**src/rtl/time_param_pkg.sv**
```systemverilog
// Shared interval codes, default timings and value type for the traffic-light
// controller (register file, sequencing FSM, countdown timer).
package time_param_pkg;

  localparam int TP_WIDTH    = 4;
  localparam int TP_DEF_BASE = 6;
  localparam int TP_DEF_EXT  = 3;
  localparam int TP_DEF_YEL  = 2;

  typedef enum logic [1:0] {
    IDX_BASE = 2'd0,
    IDX_EXT  = 2'd1,
    IDX_YEL  = 2'd2,
    IDX_RSVD = 2'd3
  } interval_e;

  typedef logic [TP_WIDTH-1:0] tval_t;

endpackage

```
**src/rtl/time_param_reg.sv**
```systemverilog
// One interval register: async active-low reset to its default, loads din when wen.
// Latency 1 cycle; always accepts a write (no backpressure).
module time_param_reg
  import time_param_pkg::*;
#(
  parameter int               WIDTH = TP_WIDTH,
  parameter logic [WIDTH-1:0] DEF   = '0
) (
  input  logic             clk,
  input  logic             rst_n,
  input  logic             wen,
  input  logic [WIDTH-1:0] din,
  output logic [WIDTH-1:0] dout
);

  always_ff @(posedge clk or negedge rst_n) begin
    if (!rst_n) begin
      dout <= DEF;
    end else if (wen) begin
      dout <= din;
    end
  end

endmodule

```
**src/rtl/time_parameters.sv**
```systemverilog
// Run-time programmable base/extended/yellow intervals with a registered read port
// (1-cycle latency, write-through bypass, no backpressure); zero guard under TIMEPARAM_ZERO_GUARD_EN.
module time_parameters
  import time_param_pkg::*;
#(
  parameter int WIDTH    = TP_WIDTH,
  parameter int DEF_BASE = TP_DEF_BASE,
  parameter int DEF_EXT  = TP_DEF_EXT,
  parameter int DEF_YEL  = TP_DEF_YEL
) (
  input  logic             clk,
  input  logic             global_reset,
  input  logic [1:0]       time_param_selector,
  input  logic [WIDTH-1:0] input_time_value,
  input  logic             reprogram,
  input  logic [1:0]       fsm_requested_interval,
  output logic [WIDTH-1:0] output_time_value
);

  localparam logic [WIDTH-1:0] DEF_B = WIDTH'(DEF_BASE);
  localparam logic [WIDTH-1:0] DEF_E = WIDTH'(DEF_EXT);
  localparam logic [WIDTH-1:0] DEF_Y = WIDTH'(DEF_YEL);

  logic             wen_base, wen_ext, wen_yel;
  logic [WIDTH-1:0] wdat_base, wdat_ext, wdat_yel;
  logic [WIDTH-1:0] q_base, q_ext, q_yel;
  logic [WIDTH-1:0] rd_nxt;

  always_comb begin
    wen_base = 1'b0;
    wen_ext  = 1'b0;
    wen_yel  = 1'b0;
    if (reprogram) begin
      case (interval_e'(time_param_selector))
        IDX_BASE: wen_base = 1'b1;
        IDX_EXT:  wen_ext  = 1'b1;
        IDX_YEL:  wen_yel  = 1'b1;
        default:  ;
      endcase
    end
  end

`ifdef TIMEPARAM_ZERO_GUARD_EN
  // A zero-length phase would stall the sequencer, so zero means "use the default".
  assign wdat_base = (input_time_value == '0) ? DEF_B : input_time_value;
  assign wdat_ext  = (input_time_value == '0) ? DEF_E : input_time_value;
  assign wdat_yel  = (input_time_value == '0) ? DEF_Y : input_time_value;
`else
  assign wdat_base = input_time_value;
  assign wdat_ext  = input_time_value;
  assign wdat_yel  = input_time_value;
`endif

  time_param_reg #(.WIDTH(WIDTH), .DEF(DEF_B)) u_base (
    .clk  (clk),
    .rst_n(global_reset),
    .wen  (wen_base),
    .din  (wdat_base),
    .dout (q_base)
  );

  time_param_reg #(.WIDTH(WIDTH), .DEF(DEF_E)) u_ext (
    .clk  (clk),
    .rst_n(global_reset),
    .wen  (wen_ext),
    .din  (wdat_ext),
    .dout (q_ext)
  );

  time_param_reg #(.WIDTH(WIDTH), .DEF(DEF_Y)) u_yel (
    .clk  (clk),
    .rst_n(global_reset),
    .wen  (wen_yel),
    .din  (wdat_yel),
    .dout (q_yel)
  );

  // Same-edge write and read of one register returns the value being written.
  always_comb begin
    rd_nxt = DEF_B;
    case (interval_e'(fsm_requested_interval))
      IDX_BASE: rd_nxt = wen_base ? wdat_base : q_base;
      IDX_EXT:  rd_nxt = wen_ext  ? wdat_ext  : q_ext;
      IDX_YEL:  rd_nxt = wen_yel  ? wdat_yel  : q_yel;
      default:  rd_nxt = DEF_B;
    endcase
  end

  always_ff @(posedge clk or negedge global_reset) begin
    if (!global_reset) begin
      output_time_value <= DEF_B;
    end else begin
      output_time_value <= rd_nxt;
    end
  end

endmodule

```
**config.mk**
```make
export PLATFORM = sky130hd
export DESIGN_NAME = time_parameters
export DESIGN_NICKNAME = d
export VERILOG_FILES = /design/src/rtl/time_param_pkg.sv /design/src/rtl/time_param_reg.sv /design/src/rtl/time_parameters.sv
export SDC_FILE = /design/constraint.sdc
export NUM_CORES = 1
export LEC_CHECK = 0
export CAP_MARGIN = 30
export CORE_MARGIN = 3
export CORE_UTILIZATION = 52
export CTS_CLUSTER_SIZE = 25
export DETAILED_ROUTE_END_ITERATION = 10
export MAX_ROUTING_LAYER = met4
export PLACE_DENSITY = 0.8
export SYNTH_ARGS = -nofsm -noshare
export SYNTH_HDL_FRONTEND = slang
export SYNTH_HIERARCHICAL = 1
export SYNTH_SLANG_ARGS = --single-unit
```
**constraint.sdc**
```tcl
create_clock -name clk -period 2.2 [get_ports clk]
set_input_delay 0.44 -clock clk [delete_from_list [all_inputs] [get_ports clk]]
set_output_delay 0.44 -clock clk [all_outputs]
set_load 0.005 [all_outputs]
```
==> flow_summary.json, run 1 <==
{
  "relSlewSlack": 0.543,
  "placed_cell_area_sq_um": 925,
  "arrival_ns": 1.31,
  "crit_path_start_kind": "flip-flop",
  "clock.fmax_mhz": 572,
  "slowest_stage": "dfstp_2",
  "skew_ns": 0.00468,
  "dieArea_sq_um": 1970,
  "synth-edff-count": 0,
  "hold_ws_ns": 0.507,
  "fill_cells": 98,
  "clock_sinks": 16,
  "use_met3": 0.0325,
  "rsz0062_at_grt": "false",
  "pwr_density_cell_nw_per_um2": 764,
  "grt_max_degree": 17,
  "cts_setup_buffers": 0,
  "final_hold_viol_count": 0,
  "ios": 15,
  "vias": 562,
  "drive_gt1_frac": 0.308,
  "syn_area_sq_um": 767,
  "coreArea_sq_um": 1350,
  "cpPeakStageDelay_ns": 0.53,
  "track_usage": 0.188,
  "worstSetupEndpointType": "output port",
  "synth_most_common_cell": "mux2_2",
  "die_y_um": 44.4,
  "ys.flop_type": "dfrtp_1",
  "syn_avg_cell_area_sq_um": 12.6,
  "outcome": "completed",
  "row_count": 13,
  "final_area_sq_um": 961,
  "grt_overflow_total": 0,
  "synth_cells": 61,
  "setup_tns_ns": 0,
  "antennaDiodeCount": 0,
  "crit_family": "flip-flops",
  "clkTransAtPathRegs_ns": 0.09,
  "drc": 0,
  "synth.yosys.seq_area_share": 0.533,
  "routedWlPerCell_um": 16.3,
  "vias_per_cell": 6.04,
  "clock-root-buffer": "clkbuf_4",
  "drt_iter0_markers": 2,
  "grtUsageMet1": 0.226,
  "worst_pin_slew_ns": 0.683,
  "path_buf_inv": 1,
  "synthDistinctLibCells": 14,
  "leakage_uw": 0.000396,
  "critPathKind": "flip-flop to output port",
  "period_needed_ns": 1.75,
  "grt_pass1_vias": 552,
  "die_w_um": 44.4,
  "hpwlAfterDp_um": 1090,
  "clockBufferDepth": 2,
  "fin_nets": 90,
  "peakVddDrop_mv": 0.450,
  "critPathMaxFanout": 1,
  "post_cts_resized": 0,
  "dr.pass1.iters": 4,
  "postSynthNetCount": 72,
  "power_uw": 734,
  "port_buffers": 14,
  "wl_um": 1520,
  "cts.hold.buffers_added": 0,
  "synth-async-reset-ratio": 1.00,
  "htreeDepth": 1,
  "grt_pass1_wl_um": 2540,
  "path_cells": "clkdlybuf4s50_1",
  "cts_tree": "yes",
  "setup_viol": 0,
  "maxCapViolations": 0,
  "yosys_warnings": 6,
  "numCtsBuffers": 3,
  "cp.required_ns": 1.76,
  "fin_crit_sh": 0.795,
  "synth.top_cells.by_count": "12 x mux2_2, 9 x dfrtp_1, 8 x a32oi_1, 7 x dfstp_2, 5 x nor2b_1",
  "start_util": 0.568,
  "grt.busiest_layer": "met2",
  "hold_path.class": "flip-flop to flip-flop",
  "gp_congestion": 0.811,
  "ys_ff_latch": 16,
  "synth.top_cell.area_share": 0.294,
  "maxSlewViolCount": 0,
  "antenna_found_initial": 0,
  "synth_area_leaders": "dfrtp_1 29%, dfstp_2 24%, mux2_2 18%",
  "postRouteAntennaNets": 0,
  "area_delta_synth_final_pct": 25.3,
  "synth_top_area_cell": "dfrtp_1",
  "clk_latency_ns": 0.29,
  "grtUsageMet2": 0.285
}
layout by cell type (no fill, tap or decap):
master | Yosys | layout
nand3_1 | 4 | 4
or3b_1 | 1 | 1
inv_1 | 4 | 4
xnor2_1 | 1 | 1
clkbuf_4 | 0 | 3
buf_4 | 0 | 1
clkbuf_8 | 0 | 1
mux2_2 | 12 | 12
a31oi_1 | 4 | 4
a32oi_1 | 8 | 8
clkdlybuf4s50_1 | 0 | 14
nor2b_1 | 5 | 5
dfstp_2 | 7 | 7
dfrtp_1 | 9 | 9
mux2i_1 | 2 | 2
nand3b_1 | 2 | 2
routing by layer:
layer	vias to the layer above	share of wire
met3	7	0.055
met4	0	0.030
li1	265	-
met5	-	0
met1	274	0.46
met2	16	0.46
stage by stage:
stage | setup slack [ns] | instances | util
final | 0.451 | 93 | 0.712
after detailed placement | 0.169 | 89 | 0.685
after global placement | 0.211 | 89 | 0.685
after floorplan | 0.741 | 61 | -
after global routing | 0.413 | 93 | 0.712
after CTS | 0.445 | 93 | 0.712
layout make-up:
class	count	area, sq um	area share
clock buffer	4	36.3	0.0378
multi-input combinational	39	334	0.348
sequential	16	409	0.426
inverter	4	15.0	0.0156
tap	15	18.8	0.0195
timing repair buffer	15	148	0.154
state kept, by name, indices dropped and copies added (netlist names):
register / count
output_time_value: 4
u_ext/dout: 4
u_yel/dout: 4
u_base/dout: 4
kinds of logic after synthesis:
| logic type | after synthesis | synth area share |
|---|---|---|
| AOI/OAI and AO/OA | 12 | 0.124 |
| DFF | 16 | 0.533 |
| buffers and inverters | 6 | 0.0310 |
| xor gates and xnor gates | 1 | 0.0114 |
| muxes | 14 | 0.202 |
| and+or+nand+nor | 12 | 0.0979 |
where the power goes:
part           internal (uW)  leakage [uW]  switching, uW  total (uW)
logic                   92.9      0.000194           60.0         153
registers                363      0.000181           22.4         385
clock network            101     0.0000210           94.9         196
total                    557      0.000396            177         734
path summary, 6_finish.rpt:
check / from / end / slack, ns / cells past startpoint
setup / recovery: output_time_value[2] / output_time_value[2] / 0.45 / 1
hold / removal: u_base/dout[0] / u_base/dout[0] / 0.51 / 1
setup reg to reg: u_base/dout[1] / output_time_value[1] / 1.17 / 3
hold reg to reg: u_base/dout[0] / u_base/dout[0] / 0.51 / 1
max in group asynchronous: global_reset / u_base/dout[3] / 1.21 / 1
min in group asynchronous: global_reset / u_yel/dout[3] / 0.55 / 1
Note: power is estimated with default switching activity, not from simulation.
==> run 2: changes to the inputs <==
Settings changed: CORE_UTILIZATION 52 to 44, PLACE_DENSITY 0.8 to 0.72.
Clock period 2.2 ns to 1.55 ns, I/O delays scaled along.
==> run 2 against run 1 <==
Compared with the run above: cell area is 4.3% higher; wire length is 4.1% lower; critical path depth grew 3.
==> flow_summary.json, run 2 (synthesis results as in run 1) <==
{
  "worstReg2RegEnd": "output_time_value[2]",
  "power_frac_clock": 0.229,
  "setup_tns_ns": 0,
  "cts_tree": "yes",
  "routedWlPerCell_um": 14.4,
  "skew_ns": 0.000185,
  "antennaDiodeCount": 0,
  "start_util": 0.487,
  "p_int_uw": 754,
  "crit_path_end": "u_base/dout[0]",
  "area_delta_synth_final_pct": 30.7,
  "slowest_stage": "clkdlybuf4s50_1",
  "grt_max_degree": 17,
  "coreArea_sq_um": 1580,
  "pwr_density_cell_nw_per_um2": 996,
  "ios": 15,
  "hold_ws_ns": 0.319,
  "critPathKind": "input port to flip-flop",
  "dieArea_sq_um": 2280,
  "cpPeakStageDelay_ns": 0.46,
  "gp_congestion": 0.808,
  "rsz0062_at_grt": "false",
  "drt_iter0_markers": 11,
  "drc": 0,
  "fin_nets": 97,
  "worstSetupEndpointType": "flip-flop",
  "reg2reg_setup_slack_ns": 0.58,
  "setup_viol": 0,
  "cp.required_ns": 1.72,
  "port_buffers": 14,
  "r2r-start": "u_base/dout[2]",
  "path_cells": "clkdlybuf4s50_1 > or3b_1 > inv_1 > mux2_2",
  "worst_pin_slew_ns": 0.256,
  "vias": 565,
  "combPwrFrac": 0.224,
  "clock-root-buffer": "clkbuf_4",
  "grt_pass1_wl_um": 2040,
  "drive_gt1_frac": 0.353,
  "crit_path_start_kind": "input port",
  "seqPwrFrac": 0.547,
  "fin_crit_sh": 0.975,
  "most-common-layout-cells": "12 x clkdlybuf4s50_1, 12 x mux2_2, 9 x dfrtp_1",
  "peakVddDrop_mv": 0.639,
  "antenna_found_initial": 0,
  "maxCapViolations": 0,
  "outcome": "completed",
  "switching_share": 0.245,
  "clockBufferDepth": 2,
  "postRouteAntennaNets": 0,
  "hpwlAfterDp_um": 1090,
  "maxSlewViolCount": 0,
  "crit_path_start": "time_param_selector[1]",
  "clock_sinks": 16,
  "ff2ff_path_depth": 3,
  "die_y_um": 47.8,
  "track_usage": 0.139,
  "p_sw_uw": 244,
  "numCtsBuffers": 3,
  "clkTransAtPathRegs_ns": 0.10,
  "vias_per_cell": 5.59,
  "htreeDepth": 1,
  "clk_latency_ns": 0.28,
  "hold_path.class": "input port to asynchronous set/reset pin",
  "arrival_ns": 1.68,
  "row_count": 14,
  "leakage_uw": 0.000424,
  "period_needed_ns": 1.51,
  "cts.hold.buffers_added": 0,
  "grt_pass1_vias": 487,
  "critPathMaxFanout": 4,
  "die_w_um": 47.8,
  "grt_overflow_total": 0,
  "wl_um": 1460,
  "relSlewSlack": 0.829,
  "clock.fmax_mhz": 662,
  "final_hold_viol_count": 0,
  "dr.pass1.iters": 5
}
## run 2: changes by cell type in the layout (fill, tap and decap cells not counted)
cell             previous run  this run
clkbuf_1                    0         1
buf_4                       1         8
clkbuf_8                    1         0
clkdlybuf4s50_1            14        12
dlygate4sd2_1               0         2
## run 2: stage by stage
step	area, sq um	setup WS [ns]	power (uW)	utilization	std cells
floorplan	767	0.221	673	-	61
global placement	978	-0.220	780	0.621	97
detailed placement	978	-0.241	786	0.621	97
CTS	1000	0.0517	1010	0.636	101
global route	1000	0.0285	1050	0.636	101
finish	1000	0.0391	998	0.636	101
## run 2: how the worst min path moves through the flow
| stage | start | to | slack, ns | cells after the start |
|---|---|---|---|---|
| global placement | u_base/dout[3] | u_base/dout[3] | 0.49 | 1 |
| finish | global_reset | u_yel/dout[3] | 0.32 | 2 |
| CTS | global_reset | u_yel/dout[3] | 0.32 | 2 |
| global route | global_reset | u_yel/dout[3] | 0.33 | 2 |
| floorplan | global_reset | output_time_value[0] | 0.01 | 0 |
| detailed placement | u_base/dout[3] | u_base/dout[3] | 0.49 | 1 |
## run 2: layout make-up
class                           instances  area (sq um)
Timing Repair Buffer                   22           198
Inverter                                4          15.0
Fill cell                             124           574
Multi-Input combinational cell         39           334
Clock buffer                            4          26.3
Sequential cell                        16           409
Tap cell                               16          20.0
## run 2: routing by layer
layer,vias up,share of wire,global-route usage
li1,279,-,-
met1,262,0.47,0.160
met2,19,0.45,0.216
met3,5,0.057,0.0226
met4,0,0.017,0.0968
met5,-,0,-
## run 2: worst max-delay path, delay by kind of cell
| kind | cells | cell delay (ns) |
|---|---|---|
| AND/OR/NAND/NOR | 1 | 0.42 |
| multiplexers | 1 | 0.35 |
| buffers and inverters | 2 | 0.61 |
## run 2: what timing repair did
item                       in CTS  in global routing
resized for setup               2                  0
setup buffers                   0                  0
setup endpoints to repair       2                  0
## run 2: power by group through the flow
stage               registers, uW  clock network, uW  logic (uW)
floorplan                     548                  0         124
global placement              553                  0         227
detailed placement            554                  0         232
CTS                           546                236         226
global route                  553                254         245
finish                        546                229         224
==> variant 1: new RTL, flow settings as in run 2 <==
Build with the macro `TIMEPARAM_ZERO_GUARD_EN` defined.
--- a/src/rtl/time_parameters.sv
+++ b/src/rtl/time_parameters.sv
@@ -1,5 +1,7 @@
 // Run-time programmable base/extended/yellow intervals with a registered read port
 // (1-cycle latency, write-through bypass, no backpressure); zero guard under TIMEPARAM_ZERO_GUARD_EN.
+`define TIMEPARAM_ZERO_GUARD_EN
+
 module time_parameters
   import time_param_pkg::*;
 #(
Check against the original RTL: not equivalent (a bounded check fails within 4 cycles, from zero or initial values and one cycle with global_reset low).
==> variant 1 against run 2 <==
Cell area grew 19%; critical path depth rose by 1; count of clock-buffer cells in the layout did not move; via count up 19%; routed wire length rose by 34%; sequential power is 0.9% higher; sequential cell count is the same; highest routed layer unchanged; sequential share of layout area shrank 6.5 points; first-iteration DRC count rose by 82%; setup slack improved by 16 ps; area after synthesis up 9.6%; power increased by 10%.
==> variant 1: results (changes against run 2) <==
post-route insts no fill 131 (was 101); top cells by count, synth mux2_2 (13), dfrtp_1 (9), dfstp_2 (7), nor3_1 (5), clkbuf_1 (4) (was mux2_2 (12), dfrtp_1 (9), a32oi_1 (8), dfstp_2 (7), nor2b_1 (5)); Synth Area per Inst 11.36 sq um (was 12.57 sq um); postcts setup bufs 0 (unchanged); ranking of synthesized cells by area dfrtp_1 (27%), dfstp_2 (22%), mux2_2 (17%) (was dfrtp_1 (29%), dfstp_2 (24%), mux2_2 (18%)); GRT Residual Overflow 0 (unchanged); crit path launch type primary input (unchanged); Place WS -368.9 ps (was -240.7 ps); status finished clean (unchanged); Final Wtd Congestion 0.8763 (was 0.8084); FFs w/ async S/R, synth 100.0% (unchanged); clk buf depth 2 (unchanged); gr usage total 16.55% (was 13.88%); DR iter-0 viols 20 (was 11); Worst-path clk slew 100 ps (about the same); Slowest cell on crit path clkdlybuf4s50_1 (unchanged); first-pass iteration count of the detailed router 4 (was 5); hpwl dp 1.466 mm (was 1.093 mm); count of cell types in the netlist 29 (was 14); clock root cell clkbuf_4 (unchanged); sequential-to-total area share from yosys stat 48.66% (was 53.34%); post-DR wirelength/cell 14.84 um (was 14.41 um); initial antenna violation count 0 (unchanged); Fill cells 141 (was 124); cts repair resizes 3 (was 2); CTS buffer count 3 (unchanged); Syn-to-layout area delta 41.67% (was 30.67%); Max Fanout on Critical Path 7 (was 4); DRC 0 (unchanged); CP delay by family, top buffers and inverters (unchanged); Static Leakage 0.5328 nW (was 0.4237 nW); Post-DP Area 0.001130 sq mm (was 978.4 sq um); CP arrival 1700 ps (was 1680 ps); Worst slew margin 76.33% (was 82.90%); Port Buffers 14 (unchanged); Worst VDD drop 0.5480 mV (was 0.6394 mV); htree depth 1 (unchanged); Yosys warning count 6 (unchanged); share of layout cells above drive strength 1 47.17% (was 35.29%); Total Nets Final 118 (was 97); pin count of the biggest net entering global routing 17 (unchanged); antenna cells 0 (unchanged); Synth Flop Type dfrtp_1 (unchanged); overall via count from detail_route 672 (was 565); Slowest Stage Delay on Critical Path 550 ps (was 460 ps); count leader, synth mux2_2 (unchanged); Syn Nets 85 (was 72); vias in the first global route 694 (was 487); Clk Latency, worst-skew pair 280 ps (about the same); first-pass GRT wire length 3.042 mm (was 2.042 mm); Clock Skews 1.658 ps (was 0.1854 ps); worst hold path type in2async (unchanged)
[variant 1: cell count changes in the layout (fill, tap and decap cells not counted), moves of 3 or more]
cell / delta
buf_4: +11
nand3_1: -4
nor3_1: +5
nor2b_1: -3
nor2_1: +3
a32oi_1: -8
[variant 1: cell type report]
class / instances / share of cell area [%]
clock buffer: 4 / 3.046
inverter: 3 / 0.9454
multi-input combinational: 50 / 35.08
sequential: 16 / 34.35
tap: 25 / 2.626
timing repair buffer: 33 / 23.95
[variant 1: per-layer routing]
metal | vias up | track usage [%] | share of wire (%)
met1 | 318 | 20.97 | 45
met2 | 17 | 26.87 | 51
met3 | 2 | 3.323 | 3.0
met4 | 0 | 4.608 | 0.87
met5 | - | - | 0
li1 | 335 | - | -
[variant 1: worst paths after layout]
check / from / endpoint / slack (ps) / depth (start not counted)
max: reprogram / output_time_value[1] / 50 / 5
min: global_reset / output_time_value[3] / 340 / 2
max reg2reg: u_ext/dout[1] / output_time_value[1] / 450 / 3
min reg2reg: u_yel/dout[3] / u_yel/dout[3] / 520 / 1
max in group asynchronous: global_reset / u_yel/dout[1] / 960 / 2
min in group clk: u_yel/dout[3] / u_yel/dout[3] / 520 / 1
[variant 1: power by group]
group / switching [W] / total [W] / internal (W)
clock network: 0.000132 / 0.000275 / 0.000143
logic: 0.000110 / 0.000275 / 0.000166
registers: 0.0000315 / 0.000551 / 0.000520
total: 0.000274 / 0.00110 / 0.000828
[variant 1: logic make-up (layout without fill, tap and decap cells)]
family / count (synthesis) / in the layout / synth area share, %
AO/OA/AOI/OAI: 13 / 13 / 10.86
XOR/XNOR: 1 / 1 / 1.042
flip-flops: 16 / 16 / 48.66
AND/OR/NAND/NOR: 20 / 21 / 15.33
multiplexers: 15 / 15 / 19.79
buffers and inverters: 9 / 40 / 4.315
==> variant 2: new RTL, settings of run 2 <==
Made on the original files. Remove the register `output_time_value`: a continuous assignment takes its place, so the output `output_time_value` follows one clock earlier.
--- a/src/rtl/time_parameters.sv
+++ b/src/rtl/time_parameters.sv
@@ -86,13 +86,7 @@
     endcase
   end
 
-  always_ff @(posedge clk or negedge global_reset) begin
-    if (!global_reset) begin
-      output_time_value <= DEF_B;
-    end else begin
-      output_time_value <= rd_nxt;
-    end
-  end
+  assign output_time_value = rd_nxt;
 
 endmodule
 
Behaviour: not the same (a bounded check fails within 4 cycles, from zero or initial values and one cycle with global_reset low).
==> variant 2 against run 2 <==
First-iteration DRC count is 18% higher; synthesized cell count down 6.6%; worst hold slack improved by 58 ps; routed wire length grew 29%; the flow now finishes with violations (negative setup slack); combinational power grew 21%; area after synthesis fell by 10%; setup slack got worse by 160 ps; global-route usage is 7.1 points higher; largest cell class is now multi-input combinational cells; sequential cell count down 4; power fell by 4.1%; cell area up 5.6%; highest routed layer unchanged.
==> variant 2: results (changes against run 2) <==
status finished with violations (was finished clean); failing checks negative setup slack; Clk Latency, worst-skew pair ~270 ps; Worst Tran Pin Value 536.5 ps (was 255.7 ps); top cells by count, synth mux2_2 (12), dfrtp_1 (7), a211oi_1 (6), dfstp_2 (5), nor2b_1 (5) (was mux2_2 (12), dfrtp_1 (9), a32oi_1 (8), dfstp_2 (7), nor2b_1 (5)); share of layout cells above drive strength 1 68.13% (was 35.29%); drt total wl 1.878 mm (was 1.455 mm); Syn Nets 68 (was 72); top sig layer met4 (unchanged); CTS buffer count 3 (unchanged); initial antenna violation count 0 (unchanged); Max Fanout on Critical Path 2 (was 4); Yosys warning count 6 (unchanged); Synth Flop Type dfrtp_1 (unchanged); met3 wire length 80 um (was 83 um); PnR worst setup slack -123.0 ps (was 39.11 ps); sequential-to-total area share from yosys stat 44.63% (was 53.34%); Clock Skews 0 ps (was 0.1854 ps); Final Setup Violations 3 (was 0); Met2 Wirelength 951 um (was 661 um); Total Nets Final 103 (was 97); clk buf depth 2 (unchanged); FFs w/ async S/R, synth 100.0% (unchanged); clock root cell clkbuf_4 (unchanged); DR iter-0 viols 13 (was 11); TNS Setup -275.5 ps (was 0 ps); Worst-path clk slew 80 ps (was 100 ps); pin count of the biggest net entering global routing 13 (was 17); Worst VDD drop 0.5844 mV (was 0.6394 mV); Static Leakage 0.4683 nW (was 0.4237 nW); Port Buffers 14 (unchanged); Avg Vias per Cell 5.868 (was 5.594); hpwl dp 1.308 mm (was 1.093 mm); vias in the first global route 586 (was 487); ranking of synthesized cells by area dfrtp_1 (26%), mux2_2 (20%), dfstp_2 (19%) (was dfrtp_1 (29%), dfstp_2 (24%), mux2_2 (18%)); M1 WL 807 um (was 685 um); worst hold path type in2async (unchanged); Post-DP Area 938.4 sq um (was 978.4 sq um); antenna cells 0 (unchanged); first-pass GRT wire length 2.870 mm (was 2.042 mm); first-pass iteration count of the detailed router 4 (was 5); count of cell types in the netlist 20 (was 14); gr usage total 20.98% (was 13.88%); FF-to-FF setup slack 780 ps (was 580 ps); internal power 0.0006958 W (was 0.0007535 W); largest registers u_base/dout (4), u_ext/dout (4), u_yel/dout (4); Final Wtd Congestion 0.8349 (was 0.8084); htree depth 1 (unchanged)
variant 2: kinds of logic (layout without fill, tap and decap cells):
logic type                after synthesis  after routing  share of synthesized area (%)
muxes                                  14             14                          22.59
AOI/OAI and AO/OA                      10             10                          11.66
and+or+nand+nor                        17             17                          16.21
DFF                                    12             12                          44.63
buffers and inverters                   2             36                          1.274
xor gates and xnor gates                2              2                          3.644
variant 2: worst paths after layout:
path,startpoint,endpoint,cells past startpoint
min in group clk,input_time_value[3],u_ext/dout[3],2
setup reg to reg,u_ext/dout[3],u_ext/dout[3],1
hold / removal,global_reset,u_yel/dout[3],1
setup / recovery,u_base/dout[2],output_time_value[2],4
max in group asynchronous,global_reset,u_yel/dout[1],1
hold reg to reg,u_yel/dout[0],u_yel/dout[0],1
variant 2: metrics by stage:
stage	hold slack [ps]	worst slack, ps	cells	total power, W	utilization, %
2_1_floorplan	14.41	209.9	57	0.0005430	-
3_3_place_gp	486.9	-835.8	98	0.0006659	67.87
3_5_place_dp	492.1	-848.6	98	0.0006733	67.87
4_1_cts	387.6	-168.2	105	0.0009391	74.93
5_1_grt	401.5	-166.8	106	0.001004	76.56
6_report	377.2	-123.0	106	0.0009567	76.56
variant 2: area by class of cell:
class                   instances  area [sq um]
inverters                       1         3.754
clock buffers                   4         36.28
multi-input cells              43         462.9
repair buffers                 31         230.2
flip-flops and latches         12         306.5
well taps                      15         18.77
fillers                        94         324.1
variant 2: layer usage:
metal,GRT usage (%),up-vias
met1,25.31,313
met3,4.348,4
li1,-,291
met4,11.70,0
met2,32.31,14
met5,-,-
variant 2: timing repair:
action | 4_1_cts | 5_1_grt
resized for setup | 51 | 9
hold buffers | 0 | 0
pin swaps | 8 | 4
endpoints found under the setup margin | 9 | 4
setup buffers | 3 | 1
variant 2: power by group through the flow:
stage | Combinational, W | Sequential (W) | Clock (W)
global route | 0.000290 | 0.000439 | 0.000275
CTS | 0.000252 | 0.000426 | 0.000261
global placement | 0.000240 | 0.000426 | 0
finish | 0.000270 | 0.000431 | 0.000256
floorplan | 0.000128 | 0.000415 | 0
detailed placement | 0.000246 | 0.000427 | 0
variant 2: critical path, cell delays in order (launching register included):
cell	delay, ps
dfstp_2	550
nor2b_4	140
a211oi_1	50
a211oi_1	190
buf_2	150
